## src/rtl/fifo_rd_ctrl.sv

```systemverilog
// Read-side controller of an asynchronous FIFO.
// Synchronizes the write Gray pointer, keeps the read pointer and empty /
// fill-level flags, issues memory reads, and feeds a 3-entry output buffer
// that absorbs the one-cycle memory latency so downstream backpressure
// never reaches the memory read strobe combinationally.
//
// Downstream handshake: m_valid/m_data present the oldest buffered word;
// a word transfers on any rising r_clk edge where m_valid & m_ready are
// both high. Once m_valid rises it stays high, with m_data unchanged,
// until that transfer happens.
module fifo_rd_ctrl #(
   parameter int data_width = 8,
   parameter int addr_width = 5
) (
   input  logic                  r_clk,
   input  logic                  arstn,
   input  logic [addr_width:0]   w_ptr_gray,
   output logic [addr_width:0]   r_ptr_gray,
   output logic                  mem_r_en,
   output logic [addr_width-1:0] mem_r_addr,
   input  logic [data_width-1:0] mem_rdata,
   output logic                  empty,
   output logic                  m_valid,
   input  logic                  m_ready,
   output logic [data_width-1:0] m_data,
   output logic [addr_width:0]   rd_count
);

   localparam int PW = addr_width + 1;

   logic [PW-1:0]         wq1_q, wq2_q;
   logic [PW-1:0]         wbin_s;
   logic [PW-1:0]         rbin_q, rbin_d;
   logic [PW-1:0]         rgray_q, rgray_d;
   logic [PW-1:0]         rd_count_q, rd_count_d;
   logic                  empty_q, empty_d;
   logic                  inflight_q;
   logic                  pop;
   logic [2:0]            pend;
   logic [1:0]            occ_q, occ_d;
   logic [1:0]            wr_idx;
   logic                  hs;
   logic [data_width-1:0] buf_q [3];
   logic [data_width-1:0] buf_d [3];

   // Two-flop synchronizer: the only logic that samples w_ptr_gray.
   always_ff @(posedge r_clk or negedge arstn) begin
      if (!arstn) begin
         wq1_q <= '0;
         wq2_q <= '0;
      end else begin
         wq1_q <= w_ptr_gray;
         wq2_q <= wq1_q;
      end
   end

   // Gray-to-binary of the synchronized write pointer: bit i is the XOR of bits i and above.
   always_comb begin
      wbin_s = '0;
      for (int i = 0; i < PW; i++) begin
         wbin_s[i] = ^(wq2_q >> i);
      end
   end

   // Pop only while words exist and the buffer has room for everything already requested.
   assign pend = {1'b0, occ_q} + {2'b00, inflight_q};
   assign pop  = ~empty_q & (pend < 3'd3);

   // Next read pointer and the flags derived from it.
   always_comb begin
      rbin_d     = rbin_q + {{(PW-1){1'b0}}, pop};
      rgray_d    = rbin_d ^ (rbin_d >> 1);
      empty_d    = (rgray_d == wq2_q);
      rd_count_d = wbin_s - rbin_d;
   end

   // Read pointer, flags and the one-cycle memory-latency tracker.
   always_ff @(posedge r_clk or negedge arstn) begin
      if (!arstn) begin
         rbin_q     <= '0;
         rgray_q    <= '0;
         empty_q    <= 1'b1;
         rd_count_q <= '0;
         inflight_q <= 1'b0;
      end else begin
         rbin_q     <= rbin_d;
         rgray_q    <= rgray_d;
         empty_q    <= empty_d;
         rd_count_q <= rd_count_d;
         inflight_q <= pop;
      end
   end

   assign hs = m_valid & m_ready;

   // Output buffer: head at index 0, shift on handshake, returning data appended behind the last valid entry.
   always_comb begin
      buf_d[0] = buf_q[0];
      buf_d[1] = buf_q[1];
      buf_d[2] = buf_q[2];
      wr_idx   = occ_q - {1'b0, hs};
      if (hs) begin
         buf_d[0] = buf_q[1];
         buf_d[1] = buf_q[2];
      end
      if (inflight_q) begin
         case (wr_idx)
            2'd0:    buf_d[0] = mem_rdata;
            2'd1:    buf_d[1] = mem_rdata;
            2'd2:    buf_d[2] = mem_rdata;
            default: ;
         endcase
      end
      occ_d = occ_q + {1'b0, inflight_q} - {1'b0, hs};
   end

   // Output buffer storage and occupancy.
   always_ff @(posedge r_clk or negedge arstn) begin
      if (!arstn) begin
         occ_q <= '0;
         for (int i = 0; i < 3; i++) begin
            buf_q[i] <= '0;
         end
      end else begin
         occ_q <= occ_d;
         for (int i = 0; i < 3; i++) begin
            buf_q[i] <= buf_d[i];
         end
      end
   end

   assign r_ptr_gray = rgray_q;
   assign mem_r_en   = pop;
   assign mem_r_addr = rbin_q[addr_width-1:0];
   assign empty      = empty_q;
   assign m_valid    = (occ_q != 2'd0);
   assign m_data     = buf_q[0];
   assign rd_count   = rd_count_q;

endmodule

```

## config.mk

```make
export PLATFORM = sky130hd
export DESIGN_NAME = fifo_rd_ctrl
export DESIGN_NICKNAME = d
export VERILOG_FILES = /design/src/rtl/fifo_rd_ctrl.sv
export SDC_FILE = /design/constraint.sdc
export NUM_CORES = 1
export LEC_CHECK = 0
export CAP_MARGIN = 20
export CORE_UTILIZATION = 45
export DETAILED_ROUTE_END_ITERATION = 12
export PLACE_DENSITY = 0.69
export SKIP_LAST_GASP = 1
export SYNTH_ARGS = -nofsm -noshare
export SYNTH_HDL_FRONTEND = slang
export SYNTH_SLANG_ARGS = --single-unit
```

## constraint.sdc

```tcl
create_clock -name r_clk -period 10.8 [get_ports r_clk]
set_clock_uncertainty 0.2 [all_clocks]
set_input_delay 2.16 -clock r_clk [delete_from_list [all_inputs] [get_ports r_clk]]
set_output_delay 2.16 -clock r_clk [all_outputs]
set_load 0.02 [all_outputs]
```

==> metrics, run 1 <==
status=complete, no violations; Detail Route Antenna Nets=0; Clock Latency Late Sink=0.32 ns; RSZ-0062 raised after global routing=no; Slew HR=42.9%; Placer Congestion=0.719; Main synth FF type=dfrtp_1; ys async rst share=100%; DP HPWL=3.08 mm; post_cts resized=0; VDD IR max=0.000174 V; vias in the first global route=1625; Int Pwr=approximately 0.00077 W; TritonRoute pass-1 iters=4; most frequent cells in the layout=56 x dfrtp_1, 43 x clkdlybuf4s50_1, 23 x nand2_1, 18 x o21ai_0, 16 x mux2i_1; chip height=around 80 microns; Synth warnings=0; CTS tree=done; crit end category=output pin; layout cells sized above 1=13.5%; P_sw=approximately 0.00049 W; nets@finish=291; Vias/cell=4.91; top cells by area, synth=dfrtp_1 52%, mux2i_1 5.9%, ha_1 4.6%, xor2_1 3.6%, o21ai_0 3.3%; HP Class=reg -> reg; Overflow after GRT=0; critical path arrival=2.26 ns; Initial Util=48.0%; DR iter-0 viols=89; fmax=216 MHz; Post-CTS Hold Buffers=0; Ant. Diodes=0; fin crit share=42.8%; Distinct cells, synth=45; hold path start=wq1_q[4]; part of the power in registers=29.9%; Clk pwr share=16.5%; io pins=45; Syn Area/Cell=12.2 sq um; Synth-to-Final Area Change=23.9%; Vias=1664; Worst Path Class, Setup=reg -> out; H-tree Lvls=3; Lkg Pwr=about 1.5 nW; CP required=8.44 ns; CTS buffer count=9; Routed WL=4.33 mm; antenna violations before repair=0; CTS sink count=57; cell taking the most area after synthesis=dfrtp_1; worst r2r src=inflight_q; Worst R2R End=rd_count[5]; die width=79.6 microns; most common cell after layout, fill and taps aside=dfrtp_1; largest net degree at the start of global routing=58; register area share after synthesis=52.8%; Core Rows=27; max_cap viols=0; Worst Setup Start Kind=flop; Final Hold Viols=0; Reg2Reg Setup Slack=6.86 ns; Port Buffer Count=44; Syn Inst Count=221; Core Region=5640 sq um; CTS root buffer=clkbuf_8; sw frac=38.7%; Power per Cell Area=between 300 and 400 nW/um^2; Synth Register Bits=57; Hold Path Sink=wq2_q[4]; crit path time final=4.62 ns; Mapped Area=2710 sq um; share of the synthesized area in the top cell type=51.8%; Mapped Nets=249; EDFF count, synth=0; first-pass GRT wire length=7.31 mm; final slew viol count=0; hold path depth=0; Logic pwr share=53.6%; Slew @ Worst Pin=approximately 0.85 ns; Post-CTS Setup Bufs=0; Power Total=approximately 0.0013 W; setup TNS=0 ns; Worst-path clk slew=roughly 0.06 ns; Final setup viols=0; clock buffer depth=2; WL per Instance=12.8 microns; Reg2Reg Depth=12; Die ar.=6330 sq um; GRT Total Usage=around 16%; Remaining DRCs=0; Crit Path Max Fanout=5
-- sequential cells by signal (all words and copies together) (netlist names) --
name        flops
inflight_q      1
wq1_q           6
rd_count        6
wq2_q           6
m_data          8
r_ptr_gray      5
empty           1
occ_q           2
rbin_q          6
buf_q          16
-- area by class of cell --
type | count | area [sq um]
Multi-Input combinational cell | 140 | 1140
Clock inverter | 2 | 35.0
Sequential cell | 57 | 1430
Inverter | 9 | 33.8
Tap cell | 72 | 90.1
Clock buffer | 13 | 179
Fill cell | 439 | 2290
Timing Repair Buffer | 46 | 450
-- stage by stage --
step / worst slack [ns] / area (sq um) / cells / util, % / hold slack [ns]
floorplan: 6.70 / 2710 / 221 / - / 0.131
global placement: 6.18 / 3140 / 324 / 55.7 / 0.134
detailed placement: 6.09 / 3140 / 324 / 55.7 / 0.137
CTS: 6.15 / 3350 / 339 / 59.5 / 0.152
global route: 6.05 / 3350 / 339 / 59.5 / 0.155
finish: 6.18 / 3350 / 339 / 59.5 / 0.149
-- logic make-up after synthesis --
family                     after synthesis  share of synthesized area (%)
DFF                                     57                           52.8
and+or+nand+nor                         45                           8.00
AOI/OAI and AO/OA                       31                           6.98
xor gates and xnor gates                28                           12.1
buffers and inverters                   24                           5.18
muxes                                   24                           9.25
adders and majority gates               12                           5.73
-- synthesized netlist by cell type, types with 2 or more instances --
| library cell | instances |
|---|---|
| xnor2_1 | 10 |
| buf_4 | 9 |
| inv_1 | 9 |
| dfrtp_1 | 56 |
| nand2_1 | 23 |
| xor2_1 | 11 |
| ha_1 | 10 |
| xnor2_2 | 2 |
| nor2_1 | 6 |
| clkbuf_1 | 2 |
| mux2i_1 | 16 |
| o21ai_0 | 18 |
| nand3_1 | 3 |
| a211oi_1 | 2 |
| xnor3_1 | 3 |
| mux2_2 | 8 |
| buf_6 | 2 |
| a21oi_1 | 4 |
-- metal layers --
layer | up-vias | share of wire, % | track usage, %
met5 | - | 0 | 0
met4 | 0 | 1.9 | 10.4
met2 | 31 | 44 | 22.8
li1 | 825 | - | -
met3 | 8 | 3.4 | 3.54
met1 | 800 | 50 | 20.8
-- power groups by stage --
| stage | clock, W | sequential [W] | combinational [W] |
|---|---|---|---|
| global placement | 0 | 0.000381 | 0.000667 |
| finish | 0.000208 | 0.000377 | 0.000675 |
| floorplan | 0 | 0.000399 | 0.000480 |
| detailed placement | 0 | 0.000382 | 0.000674 |
| global route | 0.000221 | 0.000391 | 0.000753 |
| CTS | 0.000213 | 0.000378 | 0.000682 |
-- worst max-delay path: stages (launching register included) --
cell             delay, ns
dfrtp_1               0.42
ha_1                  0.21
ha_1                  0.27
a211oi_1              0.37
clkdlybuf4s50_1       0.68
-- worst max-delay path by stage --
| stage | startpoint | end | slack, ns |
|---|---|---|---|
| after floorplan | m_ready | buf_q[14] | 6.70 |
| after global placement | m_ready | m_data[4] | 6.18 |
| after detailed placement | m_ready | m_data[5] | 6.09 |
| after CTS | inflight_q | mem_r_en | 6.15 |
| after global routing | inflight_q | mem_r_en | 6.05 |
| final | inflight_q | mem_r_en | 6.18 |
Note: power is estimated with default switching activity, not from simulation.
==> run 2, diff against run 1 <==
Clock period 10.8 ns to 4.6 ns, I/O delays scaled along.
==> run 2 against run 1 <==
Compared with the run above: clock power rose by 120%; global-route usage grew 0.49 points; via count increased by 2.3%; non-clock buffer count increased by 1; core utilization shrank 0.20 points; cell area fell by 0.34%; sequential share of layout area rose by 0.14 points; register-to-register slack lost 6.2 ns; critical path type is now reg -> reg; critical endpoint is now rd_count[5]; highest routed layer unchanged.
==> metrics, run 2 (same netlist as run 1, synthesis figures left out) <==
filler instances=475 (was 439); Synth-to-Final Area Change=23.5% (was 23.9%); max_cap viols=0 (unchanged); fin util=59.3% (was 59.5%); Placer Congestion=0.761 (was 0.719); Reg2Reg Depth=12 (unchanged); Clock Latency Late Sink=0.33 ns (was 0.32 ns); Slew @ Worst Pin=0.520 ns (was 0.853 ns); Initial Util=48.0% (unchanged); Overflow after GRT=0 (unchanged); Vias=1702 (was 1664); Power per Cell Area=882 nW/um^2 (was 375 nW/um^2); HP Class=reg -> reg (unchanged); largest net degree at the start of global routing=42 (was 58); Largest register FFs=16 (unchanged); VDD IR max=0.000454 V (was 0.000174 V); Power Total=0.00295 W (was 0.00126 W); Worst path slowest cell=dfrtp_1 (was clkdlybuf4s50_1); CTS sink count=57 (unchanged); Hold Path Sink=wq2_q[0] (was wq2_q[4]); CP dominant cell by count=ha_1 (unchanged); Slew HR=65.2% (was 42.9%); CP required=4.61 ns (was 8.44 ns); CTS tree=done (unchanged); CP startpoint=inflight_q (unchanged); Reg2Reg Setup Slack=0.69 ns (was 6.86 ns); final slew viol count=0 (unchanged); crit-path cells=ha_1 -> ha_1 -> a211oi_1 -> ha_1 -> ha_1 -> xor2_1 -> inv_1 -> ha_1 -> o21ai_0 -> a22oi_2 -> o211a_1 -> a2111oi_1 (was ha_1 -> ha_1 -> a211oi_1 -> clkdlybuf4s50_1); GRT Total Usage=16.1% (was 15.6%); Crit Path Max Fanout=7 (was 5); Detail Route Antenna Nets=0 (unchanged); Core Region=5640 sq um (unchanged); H-tree Lvls=3 (unchanged); TritonRoute pass-1 iters=4 (unchanged); WL per Instance=13.1 microns (was 12.8 microns); CTS root buffer=clkbuf_8 (unchanged); status=complete, no violations (unchanged); Ant. Diodes=0 (unchanged); Vias/cell=5.01 (was 4.91); Die ar.=6330 sq um (unchanged); most frequent cells in the layout=56 x dfrtp_1, 43 x clkdlybuf4s50_1, 23 x nand2_1, 18 x o21ai_0, 16 x mux2i_1 (unchanged); first-pass GRT wire length=7.54 mm (was 7.31 mm); Worst-path clk slew=0.06 ns (about the same); WHS=0.147 ns (was 0.149 ns); worst r2r src=inflight_q (unchanged); final non-filler cell total=340 (was 339); Critical Path Max Stage Delay=0.42 ns (was 0.68 ns); Final setup viols=0 (unchanged); CTS buffer count=9 (unchanged); setup TNS=0 ns (unchanged); DR iter-0 viols=108 (was 89); crit path time final=3.91 ns; antenna violations before repair=0 (unchanged); Core Rows=27 (unchanged); die width=79.6 microns (unchanged); clock buffer depth=2 (unchanged); critical path arrival=3.91 ns (was 2.26 ns); Routed WL=4.45 mm (was 4.33 mm); Post-CTS Setup Bufs=0 (unchanged); most flop-heavy register=buf_q (unchanged); fmax=~260 MHz; io pins=45 (unchanged); Lkg Pwr=1.53 nW (was 1.54 nW); layout cells sized above 1=13.4% (was 13.5%); vias in the first global route=1581 (was 1625); post_cts resized=0 (unchanged); most common cell after layout, fill and taps aside=dfrtp_1 (unchanged); crit end category=flop (was output pin); Worst R2R End=rd_count[5] (unchanged); Top delay family on crit path=adder cells (was buffers and inverters); Worst Setup Start Kind=flop (unchanged); placed cells=325 (was 324); chip height=79.6 microns (unchanged); Final Hold Viols=0 (unchanged); nets@finish=292 (was 291); Post-CTS Hold Buffers=0 (unchanged); Remaining DRCs=0 (unchanged); RSZ-0062 raised after global routing=no (unchanged); CP bufs+invs=1 (unchanged); hold path depth=0 (unchanged); Port Buffer Count=44 (unchanged); hold path start=wq1_q[0] (was wq1_q[4]); fin crit share=about 85%; DP HPWL=3.15 mm (was 3.08 mm); Worst Path Class, Setup=reg -> reg (was reg -> out)
-- run 2: cell type report --
class                           instances  area, sq um  share of cell area, %
Clock buffer                           12          155                   4.64
Inverter                                9         33.8                   1.01
Sequential cell                        57         1430                   42.7
Multi-Input combinational cell        140         1140                   34.1
Timing Repair Buffer                   47          458                   13.7
Clock inverter                          3         40.0                   1.20
Tap cell                               72         90.1                   2.69
-- run 2: how the worst max path moves through the flow --
stage	to	slack (ns)	cells after the start
after floorplan	rd_count[5]	0.68	12
after CTS	rd_count[5]	0.67	12
final	rd_count[5]	0.69	12
after detailed placement	rd_count[5]	0.69	12
after global routing	rd_count[5]	0.34	12
after global placement	rd_count[5]	0.89	12
-- run 2: layer usage --
metal / share of wire [%] / up-vias / GRT usage, %
li1: - / 825 / -
met3: 3.3 / 8 / 3.66
met2: 45 / 34 / 22.8
met5: 0 / - / 0
met4: 2.2 / 0 / 9.27
met1: 49 / 835 / 22.6
-- run 2: report_power, final --
group | total (W) | switching, W | leakage, nW | internal [W]
logic | 0.00161 | 0.000831 | 0.758 | 0.000775
clock network | 0.000458 | 0.000183 | 0.102 | 0.000275
registers | 0.000885 | 0.000146 | 0.674 | 0.000739
-- run 2: per-stage QoR --
step | worst slack [ns] | cell area (sq um)
after floorplan | 0.682 | 2710
after global placement | 0.889 | 3150
after detailed placement | 0.693 | 3150
after CTS | 0.670 | 3340
after global routing | 0.343 | 3340
final | 0.694 | 3340
==> run 3, diff against run 2 <==
Clock period 4.6 ns to 3.95 ns, I/O delays scaled along.
==> run 3 against run 2 <==
Compared with the run above: combinational power rose by 20%; worst hold slack improved by 0.0010 ns; wire length up 5.8%; first-iteration DRC count decreased by 9.3%; fmax up 6.5%; non-clock buffer count grew 3; cell area increased by 1.9%; clock-buffer cell count shrank 1; critical path depth unchanged; power grew 22%; die area did not move; clock power up 42%; largest cell class unchanged.
==> metrics, run 3 (same netlist as run 1, synthesis figures left out) <==
status=complete, no violations (unchanged); Worst-path clk slew=0.06 ns (about the same); CTS tree=done (unchanged); Synth-to-Final Area Change=25.8% (was 23.5%); Routed WL=4.71 mm (was 4.45 mm); fmax=273 MHz (was 256 MHz); Worst Setup Start Kind=flop (unchanged); Final setup viols=0 (unchanged); Core Rows=27 (unchanged); RSZ-0062 raised after global routing=no (unchanged); Vias/cell=4.90 (was 5.01); Remaining DRCs=0 (unchanged); setup TNS=0 ns (unchanged); Slew HR=37.5% (was 65.2%); CTS root buffer=clkbuf_8 (unchanged); Vias=1686 (was 1702); Lkg Pwr=1.56 nW (was 1.53 nW); GRT Total Usage=17.5% (was 16.1%); Core Region=5640 sq um (unchanged); die width=79.6 microns (unchanged); H-tree Lvls=3 (unchanged); largest net degree at the start of global routing=45 (was 42); DP HPWL=3.29 mm (was 3.15 mm); TritonRoute pass-1 iters=4 (unchanged); nets@finish=295 (was 292); Overflow after GRT=0 (unchanged); layout cells sized above 1=14.3% (was 13.4%); Detail Route Antenna Nets=0 (unchanged); Die ar.=6330 sq um (unchanged); crit end category=flop (unchanged); VDD IR max=0.000493 V (was 0.000454 V); CP required=3.95 ns (was 4.61 ns); most frequent cells in the layout=56 x dfrtp_1, 43 x clkdlybuf4s50_1, 23 x nand2_1, 18 x o21ai_0, 16 x mux2i_1 (unchanged); Worst Path Class, Setup=reg -> reg (unchanged); WHS=0.148 ns (was 0.147 ns); most common cell after layout, fill and taps aside=dfrtp_1 (unchanged); most flop-heavy register=buf_q (unchanged); WL per Instance=13.7 microns (was 13.1 microns); Power per Cell Area=1060 nW/um^2 (was 882 nW/um^2); Slew @ Worst Pin=0.938 ns (was 0.520 ns); critical path arrival=3.67 ns (was 3.91 ns); first-pass GRT wire length=8.05 mm (was 7.54 mm); HP Class=reg -> reg (unchanged); Crit Path Max Fanout=6 (was 7); antenna violations before repair=0 (unchanged); Initial Util=48.0% (unchanged); Port Buffer Count=44 (unchanged); Post-CTS Hold Buffers=0 (unchanged); Clock Latency Late Sink=0.34 ns (was 0.33 ns); io pins=45 (unchanged); Post-CTS Setup Bufs=0 (unchanged); chip height=79.6 microns (unchanged); DR iter-0 viols=98 (was 108); Largest register FFs=16 (unchanged); crit path time final=3.67 ns (was 3.91 ns); fin crit share=92.8% (was 84.9%); Final Hold Viols=0 (unchanged); filler instances=460 (was 475); clock buffer depth=2 (unchanged); Ant. Diodes=0 (unchanged); CTS buffer count=9 (unchanged); vias in the first global route=1661 (was 1581); Placer Congestion=0.711 (was 0.761); post_cts resized=0 (unchanged); max_cap viols=0 (unchanged); final slew viol count=0 (unchanged); CTS sink count=57 (unchanged)
-- run 3: cell types whose count changed in the layout (fill, tap and decap cells not counted), sizes merged --
| cell | delta |
|---|---|
| bufinv | +2 |
| clkbuf | -1 |
| buf | +3 |
-- run 3: metrics by stage --
step / instances / util, % / instance area (sq um) / total power [W] / setup slack, ns
final: 344 / 60.4 / 3410 / 0.00361 / 0.283
after global routing: 344 / 60.4 / 3410 / 0.00389 / 0.0426
after CTS: 344 / 60.4 / 3410 / 0.00365 / 0.305
after detailed placement: 328 / 56.2 / 3170 / 0.00297 / 0.338
after global placement: 328 / 56.2 / 3170 / 0.00292 / 0.420
after floorplan: 221 / - / 2710 / 0.00240 / 0.0321
-- run 3: worst max-delay path, stage by stage (launching register included) --
cell and delay [ns]:
dfrtp_1 0.41, ha_1 0.21, ha_1 0.26, a211oi_1 0.28, ha_1 0.30, ha_1 0.21, xor2_1 0.28, inv_1 0.17
ha_1 0.37, o21ai_0 0.14, a22oi_2 0.10, o211a_1 0.22, a2111oi_1 0.37
-- run 3: final timing paths --
kind,from,endpoint,slack [ns],cells past startpoint
min in group asynchronous,arstn,buf_q[4],0.40,1
worst max register to register,inflight_q,rd_count[5],0.28,12
worst min register to register,wq1_q[3],wq2_q[3],0.15,0
max in group asynchronous,arstn,rbin_q[0],2.40,2
worst max-delay path,inflight_q,rd_count[5],0.28,12
worst min-delay path,wq1_q[3],wq2_q[3],0.15,0
-- run 3: per-layer routing --
layer  vias to the layer above  global-route usage (%)  share of wire (%)
met5                         -                       0                  0
met4                         0                    10.4                2.7
met3                        12                    4.46                3.9
met2                        38                    25.7                 46
met1                       803                    23.3                 47
li1                        833                       -                  -
-- run 3: report_power, final --
part           internal (W)  switching [W]  total [W]
clock network      0.000419       0.000230   0.000649
logic              0.000931       0.000998    0.00193
registers          0.000859       0.000169    0.00103
total               0.00221        0.00140    0.00361
-- run 3: layout make-up --
class | instances | area [sq um] | area share, %
timing repair buffer | 50 | 480 | 14.1
sequential | 57 | 1430 | 41.9
tap | 72 | 90.1 | 2.65
clock buffer | 11 | 131 | 3.86
multi-input combinational | 140 | 1140 | 33.4
clock inverter | 5 | 104 | 3.05
inverter | 9 | 33.8 | 0.992
